==> config.mk <==
export PLATFORM = sky130hd
export DESIGN_NAME = mw_load_stage
export DESIGN_NICKNAME = d
export VERILOG_FILES = /design/src/rtl/mw_load_stage_pkg.sv /design/src/rtl/mw_load_stage_extender.sv /design/src/rtl/mw_load_stage.sv
export SDC_FILE = /design/constraint.sdc
export NUM_CORES = 1
export LEC_CHECK = 0
export ABC_AREA = 1
export CORE_ASPECT_RATIO = 2
export CORE_UTILIZATION = 35
export DETAILED_ROUTE_END_ITERATION = 6
export HOLD_SLACK_MARGIN = 0.05
export PLACE_DENSITY = 0.68
export SLEW_MARGIN = 15
export SYNTH_ARGS = -nofsm -noshare
export SYNTH_HDL_FRONTEND = slang
export SYNTH_SLANG_ARGS = --single-unit
export TNS_END_PERCENT = 5
==> constraint.sdc <==
create_clock -name clk -period 2.1 [get_ports clk]
set_clock_uncertainty 0.15 [all_clocks]
set_input_delay 0.42 -clock clk [delete_from_list [all_inputs] [get_ports clk]]
set_output_delay 0.42 -clock clk [all_outputs]
set_load 0.02 [all_outputs]
==> src/rtl/mw_load_stage_pkg.sv <==
// Shared instruction-ID encodings plus the small set of types used by the
// M->W load stage and its load extender.

`ifndef MW_INSTR_DEFS_SV
`define MW_INSTR_DEFS_SV
`define ID_NOP  11'd0
`define ID_LW   11'd1
`define ID_LB   11'd2
`define ID_LBU  11'd3
`define ID_LH   11'd4
`define ID_LHU  11'd5
`define ID_ADDU 11'd6
`define ID_SW   11'd7
`endif

package mw_load_stage_pkg;

  // Only the low two address bits survive into W; they pick the byte/half lane.
  localparam int OFF_W = 2;
  typedef logic [OFF_W-1:0] off_t;

  // How the raw memory word is turned into a register value.
  typedef enum logic [1:0] {
    EXT_NONE,
    EXT_WORD,
    EXT_BYTE,
    EXT_HALF
  } ext_kind_e;

  // True for every instruction whose write-back value comes from memory.
  function automatic logic is_load_id(input logic [31:0] id);
    return (id == 32'(`ID_LW))  || (id == 32'(`ID_LB)) || (id == 32'(`ID_LBU)) ||
           (id == 32'(`ID_LH))  || (id == 32'(`ID_LHU));
  endfunction

endpackage

==> src/rtl/mw_load_stage_extender.sv <==
// Combinational load extender: selects the addressed byte/half of a word,
// sign- or zero-extends it, and flags misaligned word/half loads.

module load_extender
  import mw_load_stage_pkg::*;
#(
  parameter int ID_W = 11
) (
  input  logic [31:0]     word,
  input  off_t            off,
  input  logic [ID_W-1:0] id,
  output logic [31:0]     data,
  output logic            misalign
);

  localparam int BYTE_W = 8;
  localparam int HALF_W = 16;

  ext_kind_e         kind;
  logic              sign_ext;
  logic [BYTE_W-1:0] sel_byte;
  logic [HALF_W-1:0] sel_half;

  // Decode the instruction into an extension kind and signedness.
  always_comb begin
    kind     = EXT_NONE;
    sign_ext = 1'b0;
    case (id)
      ID_W'(`ID_LW):  kind = EXT_WORD;
      ID_W'(`ID_LB):  begin kind = EXT_BYTE; sign_ext = 1'b1; end
      ID_W'(`ID_LBU): kind = EXT_BYTE;
      ID_W'(`ID_LH):  begin kind = EXT_HALF; sign_ext = 1'b1; end
      ID_W'(`ID_LHU): kind = EXT_HALF;
      default:        kind = EXT_NONE;
    endcase
  end

  // Pick the addressed lane, extend it, and check natural alignment.
  always_comb begin
    sel_byte = word[{off, 3'b000} +: BYTE_W];
    sel_half = word[{off[1], 4'b0000} +: HALF_W];
    data     = 32'h0;
    misalign = 1'b0;
    case (kind)
      EXT_WORD: begin
        data     = word;
        misalign = (off != 2'b00);
      end
      EXT_BYTE: data = {{(32-BYTE_W){sign_ext & sel_byte[BYTE_W-1]}}, sel_byte};
      EXT_HALF: begin
        data     = {{(32-HALF_W){sign_ext & sel_half[HALF_W-1]}}, sel_half};
        misalign = off[0];
      end
      default:  data = 32'h0;
    endcase
  end

endmodule

==> src/rtl/mw_load_stage.sv <==
// M->W pipeline register with the W-stage load extender. Registers the raw
// memory word and M-stage bookkeeping, then builds the write-back value.

module mw_load_stage
  import mw_load_stage_pkg::*;
#(
  parameter int          ID_W     = 11,
  parameter logic [31:0] RESET_PC = 32'h0
) (
  input  logic            clk,
  input  logic            reset,
  input  logic            intReq,
  input  logic            hold,
  input  logic            M_valid,
  input  logic [31:0]     M_PC,
  input  logic [ID_W-1:0] M_instructionID,
  input  logic [31:0]     M_addr,
  input  logic [31:0]     M_memWord,
  input  logic [31:0]     M_aluResult,
  input  logic [4:0]      M_regWriteAddr,
  output logic            W_valid,
  output logic [31:0]     W_PC,
  output logic [ID_W-1:0] W_instructionID,
  output logic            W_regWriteEn,
  output logic [4:0]      W_regWriteAddr,
  output logic [31:0]     W_regWriteData,
  output logic            W_loadMisalign
);

  logic [31:0] w_word;
  off_t        w_off;
  logic [31:0] w_alu;
  logic [31:0] ext_data;
  logic        ext_misalign;
  logic        unused_addr_hi;

  assign unused_addr_hi = ^M_addr[31:OFF_W];

  // Pipeline register: hold freezes everything, intReq injects a bubble,
  // otherwise capture M (an invalid M instruction becomes a bubble).
  always_ff @(posedge clk or negedge reset) begin
    if (!reset) begin
      W_valid         <= 1'b0;
      W_PC            <= RESET_PC;
      W_instructionID <= '0;
      W_regWriteAddr  <= 5'd0;
      w_word          <= 32'h0;
      w_off           <= '0;
      w_alu           <= 32'h0;
    end else if (hold) begin
      W_valid <= W_valid;
    end else if (intReq || !M_valid) begin
      W_valid         <= 1'b0;
      W_PC            <= RESET_PC;
      W_instructionID <= '0;
      W_regWriteAddr  <= 5'd0;
    end else begin
      W_valid         <= 1'b1;
      W_PC            <= M_PC;
      W_instructionID <= M_instructionID;
      W_regWriteAddr  <= M_regWriteAddr;
      w_word          <= M_memWord;
      w_off           <= M_addr[OFF_W-1:0];
      w_alu           <= M_aluResult;
    end
  end

  load_extender #(.ID_W(ID_W)) u_ext (
    .word     (w_word),
    .off      (w_off),
    .id       (W_instructionID),
    .data     (ext_data),
    .misalign (ext_misalign)
  );

  // Write-back value is zeroed whenever nothing is written so forwarding sees a clean 0.
  always_comb begin
    W_regWriteEn   = W_valid && (W_regWriteAddr != 5'd0);
    W_regWriteData = 32'h0;
    if (W_regWriteEn) begin
      W_regWriteData = is_load_id(32'(W_instructionID)) ? ext_data : w_alu;
    end
    W_loadMisalign = ext_misalign;
  end

endmodule

* Word-level counts from Yosys, hierarchy flattened
Cells that the tools add are included.
** Word-level totals
- Bits in registers :: 115
- Word-level logic and storage cells :: 44
** Operators by class
- Equality and inequality tests :: 8
- Shift operators :: 2
- Mux-type cells :: 10
- Bitwise operators :: 4
- Reduce and logical (&&, ||, !) cells :: 13
** Operators with widths (number)
- $mux 32 :: 3
- $pmux 32 s3 :: 1
- $shiftx 32x6->16 :: 1
- $shiftx 32x6->8 :: 1
- $eq 11x2->1 const B :: 2
- $eq 11x3->1 const B :: 2
- $eq 11x1->1 const B :: 1
- $mux 11 :: 1
- $pmux 2 s3 :: 1
- $reduce_or 2->1 :: 3
- $logic_or 1x1->1 :: 5
- $mux 5 :: 1
- $reduce_bool 5->1 :: 1
- $eq 2x2->1 const B :: 2
- $and 1x1->1 :: 2
- $eq 2x1->1 const B :: 1
- $mux 1 :: 2
- $not 1->1 :: 2
- $pmux 1 s2 :: 1
- $reduce_and 2->1 :: 1
- $reduce_bool 2->1 :: 1
- $logic_and 1x1->1 :: 1
- $logic_not 1->1 :: 1

* Logic depth before layout (Yosys ltp)
Gate-level depths: netlist of run 1.
- Depth after elaboration :: 7
- Gate-level depth with buffers :: 10
- Mapped depth without buffers :: 9

* Cells and area by module
Synthesis of run 1 repeated with hierarchy kept, for this count alone.
** Unflattened totals
- Cell total of the unflattened synthesis :: 735
- Area, all modules :: 6040.8 µm²
** Modules (own cells, without submodules)
- mw_load_stage :: times used 1, cells an instance 539, area an instance 5172.5 µm²
- load_extender :: times used 1, cells an instance 196, area an instance 868.3 µm²

* Worst setup path after synthesis of run 1
Ideal clock, no wire load.
- Kind :: reg-to-output
- Start :: register W_instructionID[8]
- End :: output W_regWriteData[21]
- Arrival :: 1.716 ns
- Required time :: 1.530 ns
- Slack :: -0.186 ns
- Cell stages (with the launch flop) :: 9
- Path buffers :: 1
- Cells stage by stage :: dfrtp_1 -> inv_1 -> nand3_1 -> nor2_8 -> nand2_2 -> nor2_4 -> buf_6 -> a21oi_1 -> a21oi_1
** On the way
- Word-level cells in the longest chain between the ends :: 7
- Elaborated cells on any way between the ends :: 22
- Those cells by class :: eq/ne (8); mux (5); bitwise (2); reduce/logical (7)
** Ends and longest elaborated chain
- start: declaration :: RTL line mw_load_stage.sv:23 : output logic [ID_W-1:0] W_instructionID,
- start signal: assignment :: RTL line mw_load_stage.sv:60 : W_instructionID <= M_instructionID;
- $eq 11x3->1 (tied with other cells) :: RTL line mw_load_stage_pkg.sv:33, mw_load_stage_extender.sv:28
- $reduce_or 2->1 (no line) or $logic_or 1x1->1 (tied branches)
- $pmux 2 s3 (tied with other cells) :: RTL line mw_load_stage_extender.sv:28 : case (id)
- $eq 2x2->1 (tied with other cells) :: RTL line mw_load_stage_extender.sv:44 : case (kind)
- $pmux 32 s3 or $logic_or 1x1->1 (tied branches) :: RTL line mw_load_stage_extender.sv:44, mw_load_stage_pkg.sv:32
- $mux 32 * :: RTL line mw_load_stage.sv:81 : W_regWriteData = is_load_id(32'(W_instructionID)) ? ext_data : w_alu;
- $mux 32 * :: RTL line mw_load_stage.sv:80 : if (W_regWriteEn) begin
- end: declaration :: RTL line mw_load_stage.sv:26 : output logic [31:0] W_regWriteData,
Mark *: on every way between the ends. The rest lies on a longest branch, timed or not.

* Worst setup path in the final report of run 1
- Start :: register W_instructionID[4]
- End :: output W_regWriteData[5]
** On the way
- Word-level cells in the longest chain between the ends :: 7
- Elaborated cells on any way between the ends :: 18
- Those cells by class :: eq/ne (8); mux (4); reduce/logical (6)
** Ends and longest elaborated chain (RTL line)
- $eq 11x3->1 (tied with other cells) :: mw_load_stage_pkg.sv:33, mw_load_stage_extender.sv:28
- $reduce_or 2->1 (no line) or $logic_or 1x1->1 (tied branches)
- $pmux 2 s3 or $logic_or 1x1->1 (tied branches) :: mw_load_stage_extender.sv:28, mw_load_stage_pkg.sv:32
- $eq 2x2->1 (tied with other cells) :: mw_load_stage_extender.sv:44
- $pmux 32 s3 or $logic_or 1x1->1 (tied branches) :: mw_load_stage_extender.sv:44, mw_load_stage_pkg.sv:32
- $mux 32 * :: mw_load_stage.sv:81
- $mux 32 * :: mw_load_stage.sv:80
Marked as above.

==> flow_metrics.env, run 1 <==
export IMPL_critPathRequiredTime_ns=1.53
export IMPL_wl_um=19200
export IMPL_finalCriticalPeriod_ns=2.70
export IMPL_crit_fanout=14
export IMPL_clkTransAtPathRegs_ns=0.06
export IMPL_syn_nets=758
export IMPL_htree_levels=4
export IMPL_cp_num_buf_inv=3
export IMPL_arrival_ns=2.13
export IMPL_yosys_warnings=0
export IMPL_drcViolationCount=0
export IMPL_period_share=1.28
export IMPL_power_frac_clock=0.377
export IMPL_cp_end_kind="output port"
export IMPL_switchingPower_w=0.00214
export IMPL_die_area_um2=16300
export IMPL_grt_pass1_wl_um=29900
export IMPL_wl_per_cell_um=17.1
export IMPL_start_kind="register"
export IMPL_ir_drop_uv=629
export IMPL_dp_slack_ns=-0.668
export IMPL_ys_seq_area_frac=0.523
export IMPL_rsz0062_at_grt="yes"
export IMPL_postSynthCellCount=609
export IMPL_coreArea_um2=15300
export IMPL_fin_ws_ns=-0.597
export IMPL_grt_max_degree=42
export IMPL_crit_slowest_cell="dfrtp_2"
export IMPL_die_w_um=90.7
export IMPL_drive_gt1_frac=0.390
export IMPL_holdWs_ns=0.337
export IMPL_dp_hpwl_um=14500
export IMPL_critPathTopFamily="simple AND/OR/NAND/NOR gates"
export IMPL_initial_core_util=0.360
export IMPL_cts_buffer_depth=2
export IMPL_die_height_um=179
export IMPL_status="finished with violations"
export IMPL_grt_antenna_before_repair=0
export IMPL_grt_total_usage=0.245
export IMPL_nets=1060
export IMPL_leakagePower_nw=4.55
export IMPL_max_slew_margin=0.668
export IMPL_p_per_area_nw_per_um2=769
export IMPL_finalInstanceArea_um2=9740
export IMPL_setup_violations_final=34
export IMPL_syn_area_per_cell_um2=9.04
export IMPL_critPathKind="reg2out"
export IMPL_diodes=0
export IMPL_swShare=0.286
export IMPL_internal_power_w=0.00535
export IMPL_syn_cell_area_um2=5510
export IMPL_cts_made_buffers=17
export IMPL_cpPeakStageDelay_ns=0.41
export IMPL_hp_class="reg2reg"
export IMPL_clock_root_buffer="clkbuf_16"
export IMPL_crit_chain="nor2_2 > nand2_2 > nor2_8 > nand2_4 > nand2_4 > buf_12 > buf_12 > o21ai_1 > nor2_2 > buf_6"
export IMPL_place_gp_congestion=0.917
export IMPL_utilization=0.637
export IMPL_ant_nets=0
export IMPL_finalMaxSlewViolations=0
export IMPL_violations="negative setup slack"
export IMPL_grt_pass1_vias=5889
export IMPL_placed_area_um2=8780
export IMPL_ios=232
export IMPL_worstMarginPinSlew_ns=0.484
export IMPL_num_vias=5440
export IMPL_clk_latency_ns=0.41
export IMPL_drtIter0Drc=224
export IMPL_cts_tree="done"
export IMPL_hold_violations=0
export IMPL_area_growth_pct=76.9
export IMPL_first_pass_iters=4
export IMPL_numPortBuffers=201
export IMPL_ys_seq_elements=115
export IMPL_drv_cap=0
export IMPL_ys_types=24
export IMPL_comb_power_share=0.264
export IMPL_viasPerCell=4.86
export IMPL_sequentialPowerShare=0.360
export IMPL_rows=64
export IMPL_cts_sinks=115
export IMPL_grt_overflow_total=0
export IMPL_max_freq_ghz=0.371
-- cell usage in the layout (no fill, tap or decap), types with 8 or more instances in the layout --
master and n:
nand4_1 12, o21ai_1 12, buf_12 15, nor2_2 31, a21oi_4 11, dfrtp_2 10, dfrtp_1 105, nand2_1 70
clkdlybuf4s50_1 155, clkbuf_16 17, inv_1 68, nor2_1 19, a21oi_1 16, mux2_2 53, buf_6 28, nand3_2 11
o21ai_0 74, inv_2 8, nor2_4 11, nand2_2 8, o22ai_1 11, buf_4 112, a21oi_2 19
-- worst min-delay path, cell delays in order (launching register included) --
cell and delay [ns]:
dfrtp_1 0.34, nand2_1 0.05, o21ai_0 0.06
-- cells by family after synthesis --
family | count (synthesis) | synth area share
simple gates | 174 | 0.136
compound gates | 148 | 0.139
flops | 115 | 0.523
buf+inv | 113 | 0.0829
mux | 59 | 0.119
-- power by group through the flow --
stage	Combinational, W	Sequential [W]	Clock (W)
2_1_floorplan	0.000753	0.00272	0
3_3_place_gp	0.00179	0.00271	0
3_5_place_dp	0.00182	0.00272	0
4_1_cts	0.00193	0.00269	0.00288
5_1_grt	0.00212	0.00273	0.00297
6_report	0.00197	0.00270	0.00282
-- stage by stage --
stage	std cells	total power [W]	TNS (ns)
6_report	1120	0.00749	-18.57
5_1_grt	1120	0.00781	-21.25
4_1_cts	1115	0.00750	-17.96
3_5_place_dp	1078	0.00454	-19.44
3_3_place_gp	1078	0.00450	-18.58
2_1_floorplan	609	0.00348	-0.173
-- sequential cells by signal, indices dropped and copies added, names as in the netlist --
name and flops:
W_PC 32, w_alu 32, w_word 32, W_instructionID 11, W_regWriteAddr 5, w_off 2
W_valid 1
-- Yosys cell counts, drive strengths merged --
cell type,n,area share
inv,78,0.053
buf,21,0.020
clkbuf,14,0.0095
mux2,53,0.11
and2,1,0.0011
a21oi,46,0.042
dfrtp,115,0.52
o21ai,90,0.083
o22ai,11,0.012
mux2i,6,0.011
nand2,82,0.058
nand3,16,0.015
nand4,12,0.014
nand3b,1,0.0014
o31ai,1,0.0014
nor2,62,0.047
-- layout make-up --
| class | instances | area, µm² |
|---|---|---|
| Clock buffer | 21 | 470 |
| Sequential cell | 115 | 2890 |
| Fill cell | 1261 | 5550 |
| Multi-Input combinational cell | 382 | 2650 |
| Timing Repair Buffer | 317 | 3090 |
| Clock inverter | 9 | 106 |
| Tap cell | 198 | 248 |
| Inverter | 78 | 298 |
-- what timing repair did --
action | CTS | global route
endpoints found under the hold margin | 32 | 0
endpoints found under the setup margin | 38 | 41
hold buffers | 1 | 0
resized for setup | 241 | 50
pin swaps | 13 | 15
gates cloned | 1 | 0
buffers inserted | 5 | 5
-- routing by layer --
metal	vias to the layer above	share of wire	GRT usage
li1	2613	-	-
met3	59	0.048	0.0544
met5	-	0	0
met1	2574	0.31	0.216
met4	0	0.058	0.163
met2	194	0.58	0.483
-- worst paths after layout --
kind / depth (start not counted) / to / slack [ns] / startpoint
worst max-delay path: 10 / W_regWriteData[5] / -0.60 / W_instructionID[4]
worst min-delay path: 2 / W_PC[10] / 0.34 / W_PC[10]
worst max register to register: 2 / w_word[30] / 1.04 / w_word[30]
worst min register to register: 2 / W_PC[10] / 0.34 / W_PC[10]
max in group asynchronous: 3 / w_off[1] / 0.75 / reset
min in group asynchronous: 2 / W_PC[28] / 0.39 / reset
Note: power is estimated with default switching activity, not from simulation.
==> run 2, diff against run 1 <==
--- a/config.mk
+++ b/config.mk
@@ -6,8 +6,10 @@
 export NUM_CORES = 1
 export LEC_CHECK = 0
 export ABC_AREA = 1
+export CAP_MARGIN = 15
 export CORE_ASPECT_RATIO = 2
 export CORE_UTILIZATION = 35
+export CTS_BUF_LIST = sky130_fd_sc_hd__clkbuf_8
 export DETAILED_ROUTE_END_ITERATION = 6
 export HOLD_SLACK_MARGIN = 0.05
 export PLACE_DENSITY = 0.68
==> run 2 against run 1 <==
The flow still finishes with violations (negative setup slack). Fmax is 1.9% lower. Clock-buffer cell count is 1 lower. Critical path depth is 1 higher. Die area stayed put. Critical endpoint is now W_regWriteData[8].
==> flow_metrics.env, run 2 (same netlist as run 1, synthesis figures left out) <==
export IMPL_r2r_end="w_word[30]"
export IMPL_setup_violations_final=34
export IMPL_tns_ns=-19.85
export IMPL_grt_antenna_before_repair=0
export IMPL_grt_total_usage=0.241
export IMPL_dp_hpwl_um=14500
export IMPL_place_gp_congestion=0.917
export IMPL_grt_pass1_vias=5891
export IMPL_cts_sinks=115
export IMPL_hold_start="W_PC[28]"
export IMPL_utilization=0.623
export IMPL_hp_class="reg2reg"
export IMPL_die_area_um2=16300
export IMPL_clk_latency_ns=0.43
export IMPL_dr_wl_met3_um=969
export IMPL_drcViolationCount=0
export IMPL_fillers=1283
export IMPL_hold_path_end="W_PC[28]"
export IMPL_grt_pass1_wl_um=29500
export IMPL_drv_cap=0
export IMPL_leakagePower_nw=4.43
export IMPL_finalCriticalPeriod_ns=2.75
export IMPL_ios=232
export IMPL_numPortBuffers=201
export IMPL_ir_drop_uv=564
export IMPL_die_w_um=90.7
export IMPL_wl_um=18900
export IMPL_area_growth_pct=73.0
export IMPL_regArea_um2=2890
export IMPL_start_kind="register"
export IMPL_holdWs_ns=0.341
export IMPL_finalInstanceArea_um2=9530
export IMPL_grt_max_degree=42
export IMPL_critPathKind="reg2out"
export IMPL_p_per_area_nw_per_um2=700
export IMPL_rsz0062_at_grt="yes"
export IMPL_clock_root_buffer="clkbuf_8"
export IMPL_viasPerCell=4.85
export IMPL_worstMarginPinSlew_ns=0.542
export IMPL_routed_wl_met2_um=10800
export IMPL_min_path_cells=2
export IMPL_max_slew_margin=0.629
export IMPL_fin_ws_ns=-0.649
export IMPL_cp_end_kind="output port"
export IMPL_rows=64
export IMPL_cts_tree="done"
export IMPL_drt_met1_wl_um=5930
export IMPL_top_regs="W_PC (32), w_alu (32), w_word (32)"
export IMPL_drive_gt1_frac=0.386
export IMPL_final_cell_mix="151 x clkdlybuf4s50_1, 117 x buf_4, 106 x dfrtp_1"
export IMPL_coreArea_um2=15300
export IMPL_grt_overflow_total=0
export IMPL_first_pass_iters=4
export IMPL_diodes=0
export IMPL_placed_area_um2=8780
export IMPL_status="finished with violations"
export IMPL_cts_made_buffers=17
export IMPL_initial_core_util=0.360
export IMPL_wl_per_cell_um=16.9
export IMPL_violations="negative setup slack"
export IMPL_ant_nets=0
export IMPL_cts_buffer_depth=2
export IMPL_max_freq_ghz=0.364
export IMPL_finalMaxSlewViolations=0
export IMPL_final_common_cell="clkdlybuf4s50_1"
export IMPL_num_vias=5439
export IMPL_arrival_ns=2.18
export IMPL_reg2reg_from="w_word[30]"
export IMPL_multi_input_area_um2=2640
export IMPL_r2r_slack_ns=1.04
export IMPL_critPathRequiredTime_ns=1.53
export IMPL_crit_fanout=8
export IMPL_die_height_um=179
export IMPL_drtIter0Drc=163
export IMPL_top_layer="met4"
export IMPL_htree_levels=4
export IMPL_nets=1062
export IMPL_clkTransAtPathRegs_ns=0.07
export IMPL_reg2reg_depth=2
export IMPL_dp_slack_ns=-0.668
export IMPL_hold_violations=0
export IMPL_period_share=1.31
run 2: per-layer routing:
| layer | GRT usage | up-vias |
|---|---|---|
| met4 | 0.181 | 0 |
| met3 | 0.0549 | 60 |
| li1 | - | 2608 |
| met2 | 0.467 | 187 |
| met1 | 0.212 | 2584 |
| met5 | 0 | - |
run 2: repair_timing:
action	in CTS	in global routing
gates resized for setup	234	44
endpoints found under the setup margin	48	35
pin swaps	11	18
gates cloned	1	0
hold endpoints to repair	32	0
hold buffers	1	0
setup buffers	10	2
run 2: critical path: stages, from the launching register on:
cell and delay, ns:
dfrtp_2 0.41, nor2_2 0.12, nand2_2 0.11, nor2_8 0.22, nand2_4 0.10, nand2_4 0.13, buf_6 0.13, o21ai_2 0.05
buf_6 0.15, nor2_4 0.14, nor2_2 0.05, buf_6 0.13
run 2: worst max-delay path by stage:
stage / to / slack (ns) / start / cells past startpoint
2_1_floorplan: W_regWriteData[10] / -0.01 / W_regWriteAddr[4] / 7
3_3_place_gp: W_regWriteData[28] / -0.62 / w_off[1] / 9
3_5_place_dp: W_regWriteData[5] / -0.67 / W_instructionID[4] / 11
4_1_cts: W_regWriteData[1] / -0.63 / W_instructionID[2] / 10
5_1_grt: W_regWriteData[5] / -0.73 / W_instructionID[4] / 10
6_report: W_regWriteData[8] / -0.65 / W_instructionID[4] / 11
run 2: power by group:
group | internal (W) | switching (W) | leakage [nW] | total [W]
sequential | 0.00250 | 0.000191 | 1.41 | 0.00270
combinational | 0.00102 | 0.000940 | 2.82 | 0.00196
clock | 0.00113 | 0.000890 | 0.194 | 0.00202
total | 0.00465 | 0.00202 | 4.43 | 0.00667
run 2: layout make-up:
type,count,share of cell area
Clock buffer,20,0.0289
Clock inverter,10,0.0116
Inverter,78,0.0315
Multi-Input combinational cell,382,0.277
Sequential cell,115,0.303
Tap cell,198,0.0260
Timing Repair Buffer,319,0.322
run 2: per-stage QoR:
step,instances,total power [W]
after detailed placement,1078,0.00454
after floorplan,609,0.00348
after global routing,1122,0.00700
after CTS,1120,0.00669
after global placement,1078,0.00450
final,1122,0.00667
==> run 3, diff against run 2 <==
--- a/config.mk
+++ b/config.mk
@@ -5,7 +5,7 @@
 export SDC_FILE = /design/constraint.sdc
 export NUM_CORES = 1
 export LEC_CHECK = 0
-export ABC_AREA = 1
+export ABC_AREA = 0
 export CAP_MARGIN = 15
 export CORE_ASPECT_RATIO = 2
 export CORE_UTILIZATION = 35
==> run 3 against run 2 <==
The run still ends with negative setup slack left. Critical path depth fell by 5. Final cell count fell by 17%. Highest routed layer unchanged. Worst hold slack got worse by 0.10 ns. Routed wire length fell by 2.4%. Utilization fell by 2.0 points. Via count fell by 11%. Die area fell by 0.80%. Flip-flop and latch count did not move. Synthesized area fell by 0.82%. Critical endpoint is now W_regWriteData[2]. Non-clock buffer count fell by 7. Cell area fell by 3.2%. Synthesized cell count fell by 29%.
==> flow_metrics.env, run 3 <==
export IMPL_period_share=1.44
export IMPL_yosys_area_top_type="dfrtp_1"
export IMPL_cpPeakStageDelay_ns=0.60
export IMPL_dp_cells=890
export IMPL_drive_gt1_frac=0.418
export IMPL_final_cell_mix="148 x clkdlybuf4s50_1, 113 x dfrtp_1, 108 x buf_4"
export IMPL_grt_max_degree=61
export IMPL_critPathRequiredTime_ns=1.53
export IMPL_ys_seq_area_frac=0.527
export IMPL_finalPower_w=0.00696
export IMPL_drv_cap=0
export IMPL_hold_violations=0
export IMPL_crit_slowest_cell="or4_4"
export IMPL_instances_no_fill=934
export IMPL_crit_fanout=4
export IMPL_ys_top_cells_by_count="115 x dfrtp_1, 74 x mux2_2, 48 x a22o_1, 25 x clkbuf_1"
export IMPL_htree_levels=4
export IMPL_postSynthCellCount=431
export IMPL_coreArea_um2=15300
export IMPL_reg2reg_from="w_off[1]"
export IMPL_ys_types=46
export IMPL_synth_top_area_frac=0.527
export IMPL_utilization=0.603
export IMPL_place_gp_congestion=0.961
export IMPL_tns_ns=-27.88
export IMPL_die_height_um=179
export IMPL_crit_top_cell="buf_4"
export IMPL_die_w_um=90.3
export IMPL_cts_buffer_depth=2
export IMPL_synthArstFlopShare=1.00
export IMPL_critPathKind="reg2out"
export IMPL_clock_root_buffer="clkbuf_8"
export IMPL_worstSetupStartpoint="W_instructionID[5]"
export IMPL_placed_area_um2=8630
export IMPL_start_kind="register"
export IMPL_crit_chain="or4_4 > a2111oi_4 > buf_4 > a22oi_1 > a211oi_2 > buf_4"
export IMPL_ir_drop_uv=410
export IMPL_area_growth_pct=68.9
export IMPL_p_per_area_nw_per_um2=754
export IMPL_leakagePower_nw=3.98
export IMPL_grt_pass1_vias=5358
export IMPL_internal_power_w=0.00483
export IMPL_finalInstanceArea_um2=9220
export IMPL_max_freq_ghz=0.331
export IMPL_drtIter0Drc=206
export IMPL_clkTransAtPathRegs_ns=0.08
export IMPL_syn_cell_area_um2=5460
export IMPL_yosysMostFrequentCell="dfrtp_1"
export IMPL_fin_ws_ns=-0.920
export IMPL_ys_top_cells_by_area="dfrtp_1 53%, mux2_2 15%, a22o_1 7.7%, a311oi_2 2.7%, a21oi_1 2.2%"
export IMPL_violations="negative setup slack"
export IMPL_power_frac_clock=0.312
export IMPL_drcViolationCount=0
export IMPL_rows=64
export IMPL_dp_hpwl_um=14100
export IMPL_max_slew_margin=0.675
export IMPL_viasPerCell=5.17
export IMPL_finalMaxSlewViolations=0
export IMPL_cts_sinks=115
export IMPL_comb_power_share=0.297
export IMPL_status="finished with violations"
export IMPL_grt_overflow_total=0
export IMPL_wl_per_cell_um=19.8
export IMPL_clk_latency_ns=0.44
export IMPL_num_vias=4825
export IMPL_hp_class="in2async"
export IMPL_switchingPower_w=0.00212
export IMPL_ys_seq_elements=115
export IMPL_worstMarginPinSlew_ns=0.488
export IMPL_cts_made_buffers=17
export IMPL_grt_total_usage=0.236
export IMPL_cp_end_kind="output port"
export IMPL_ios=232
export IMPL_grt_antenna_before_repair=1
export IMPL_initial_core_util=0.357
export IMPL_syn_area_per_cell_um2=12.7
export IMPL_final_common_cell="clkdlybuf4s50_1"
export IMPL_syn_nets=580
export IMPL_setup_violations_final=34
export IMPL_top_regs="W_PC (32), w_alu (32), w_word (32)"
export IMPL_yosys_warnings=0
export IMPL_sequentialPowerShare=0.391
export IMPL_wl_um=18500
export IMPL_rsz0062_at_grt="yes"
export IMPL_synth_edf_count=0
export IMPL_grt_pass1_wl_um=28500
export IMPL_arrival_ns=2.45
export IMPL_swShare=0.305
export IMPL_nets=872
export IMPL_finalCriticalPeriod_ns=3.02
export IMPL_first_pass_iters=5
export IMPL_numPortBuffers=201
export IMPL_ant_nets=0
export IMPL_synth_top_flop_cell="dfrtp_1"
export IMPL_cts_tree="done"
export IMPL_die_area_um2=16100
==> run 3: cell types whose count changed in the layout (fill, tap and decap cells not counted), moves of 16 or more <==
cell     before  now
o21ai_0      80    4
mux2_2       53   74
a21oi_2      17    1
nand2_1      70   19
nor2_1       23    3
a22o_1        0   48
inv_1        69    1
nor2_2       30    0
==> run 3: power groups by stage <==
stage,clock network [W],logic (W),registers (W)
6_report,0.00217,0.00207,0.00272
5_1_grt,0.00232,0.00220,0.00275
4_1_cts,0.00224,0.00206,0.00272
3_5_place_dp,0,0.00197,0.00275
3_3_place_gp,0,0.00193,0.00274
2_1_floorplan,0,0.000911,0.00276
==> run 3: worst paths after layout <==
path | endpoint | slack [ns] | cells past startpoint
min | w_word[0] | 0.24 | 2
max in group asynchronous | W_instructionID[1] | 0.94 | 3
max reg2reg | w_off[1] | 0.77 | 3
min in group clk | w_alu[0] | 0.36 | 1
max | W_regWriteData[2] | -0.92 | 6
min reg2reg | w_alu[0] | 0.36 | 1
==> run 3: kinds of logic after synthesis <==
logic type | synth area share
flops | 0.527
buf+inv | 0.0337
mux | 0.171
compound gates | 0.214
simple gates | 0.0536
==> run 3: stage by stage <==
step           setup WS [ns]  hold slack (ns)
3_5_place_dp           -1.06            0.160
3_3_place_gp           -1.05            0.162
2_1_floorplan         -0.504          -0.0256
6_report              -0.920            0.240
5_1_grt                -1.01            0.251
4_1_cts               -0.945            0.216
==> run 3: per-layer routing <==
layer  vias up  wire (µm)  global-route usage
met3        42        834              0.0466
met1      2353       6140               0.225
met2       185      10500               0.451
met4         0       1020               0.157
li1       2245          -                   -
met5         -          0                   0
==> run 3: what timing repair did <==
item,4_1_cts,5_1_grt
endpoints found under the hold margin,104,0
endpoints found under the setup margin,44,39
gates cloned,1,0
setup buffers,10,0
pin swaps,22,10
hold buffers,1,0
resized for setup,209,15
==> run 3: final cells by class <==
cell class	count	area [µm²]
fill	1254	6070
timing repair buffer	312	2940
sequential	115	2880
multi-input combinational	276	2740
clock buffer	18	248
tap	198	248
clock inverter	13	160
inverter	1	3.75
antenna	1	2.50
==> run 3: critical path: cells and delay by family, from the launching register on <==
family	cells	cell delay, ns
compound gates	3	0.66
simple gates	1	0.60
flops	1	0.38
buf+inv	2	0.37
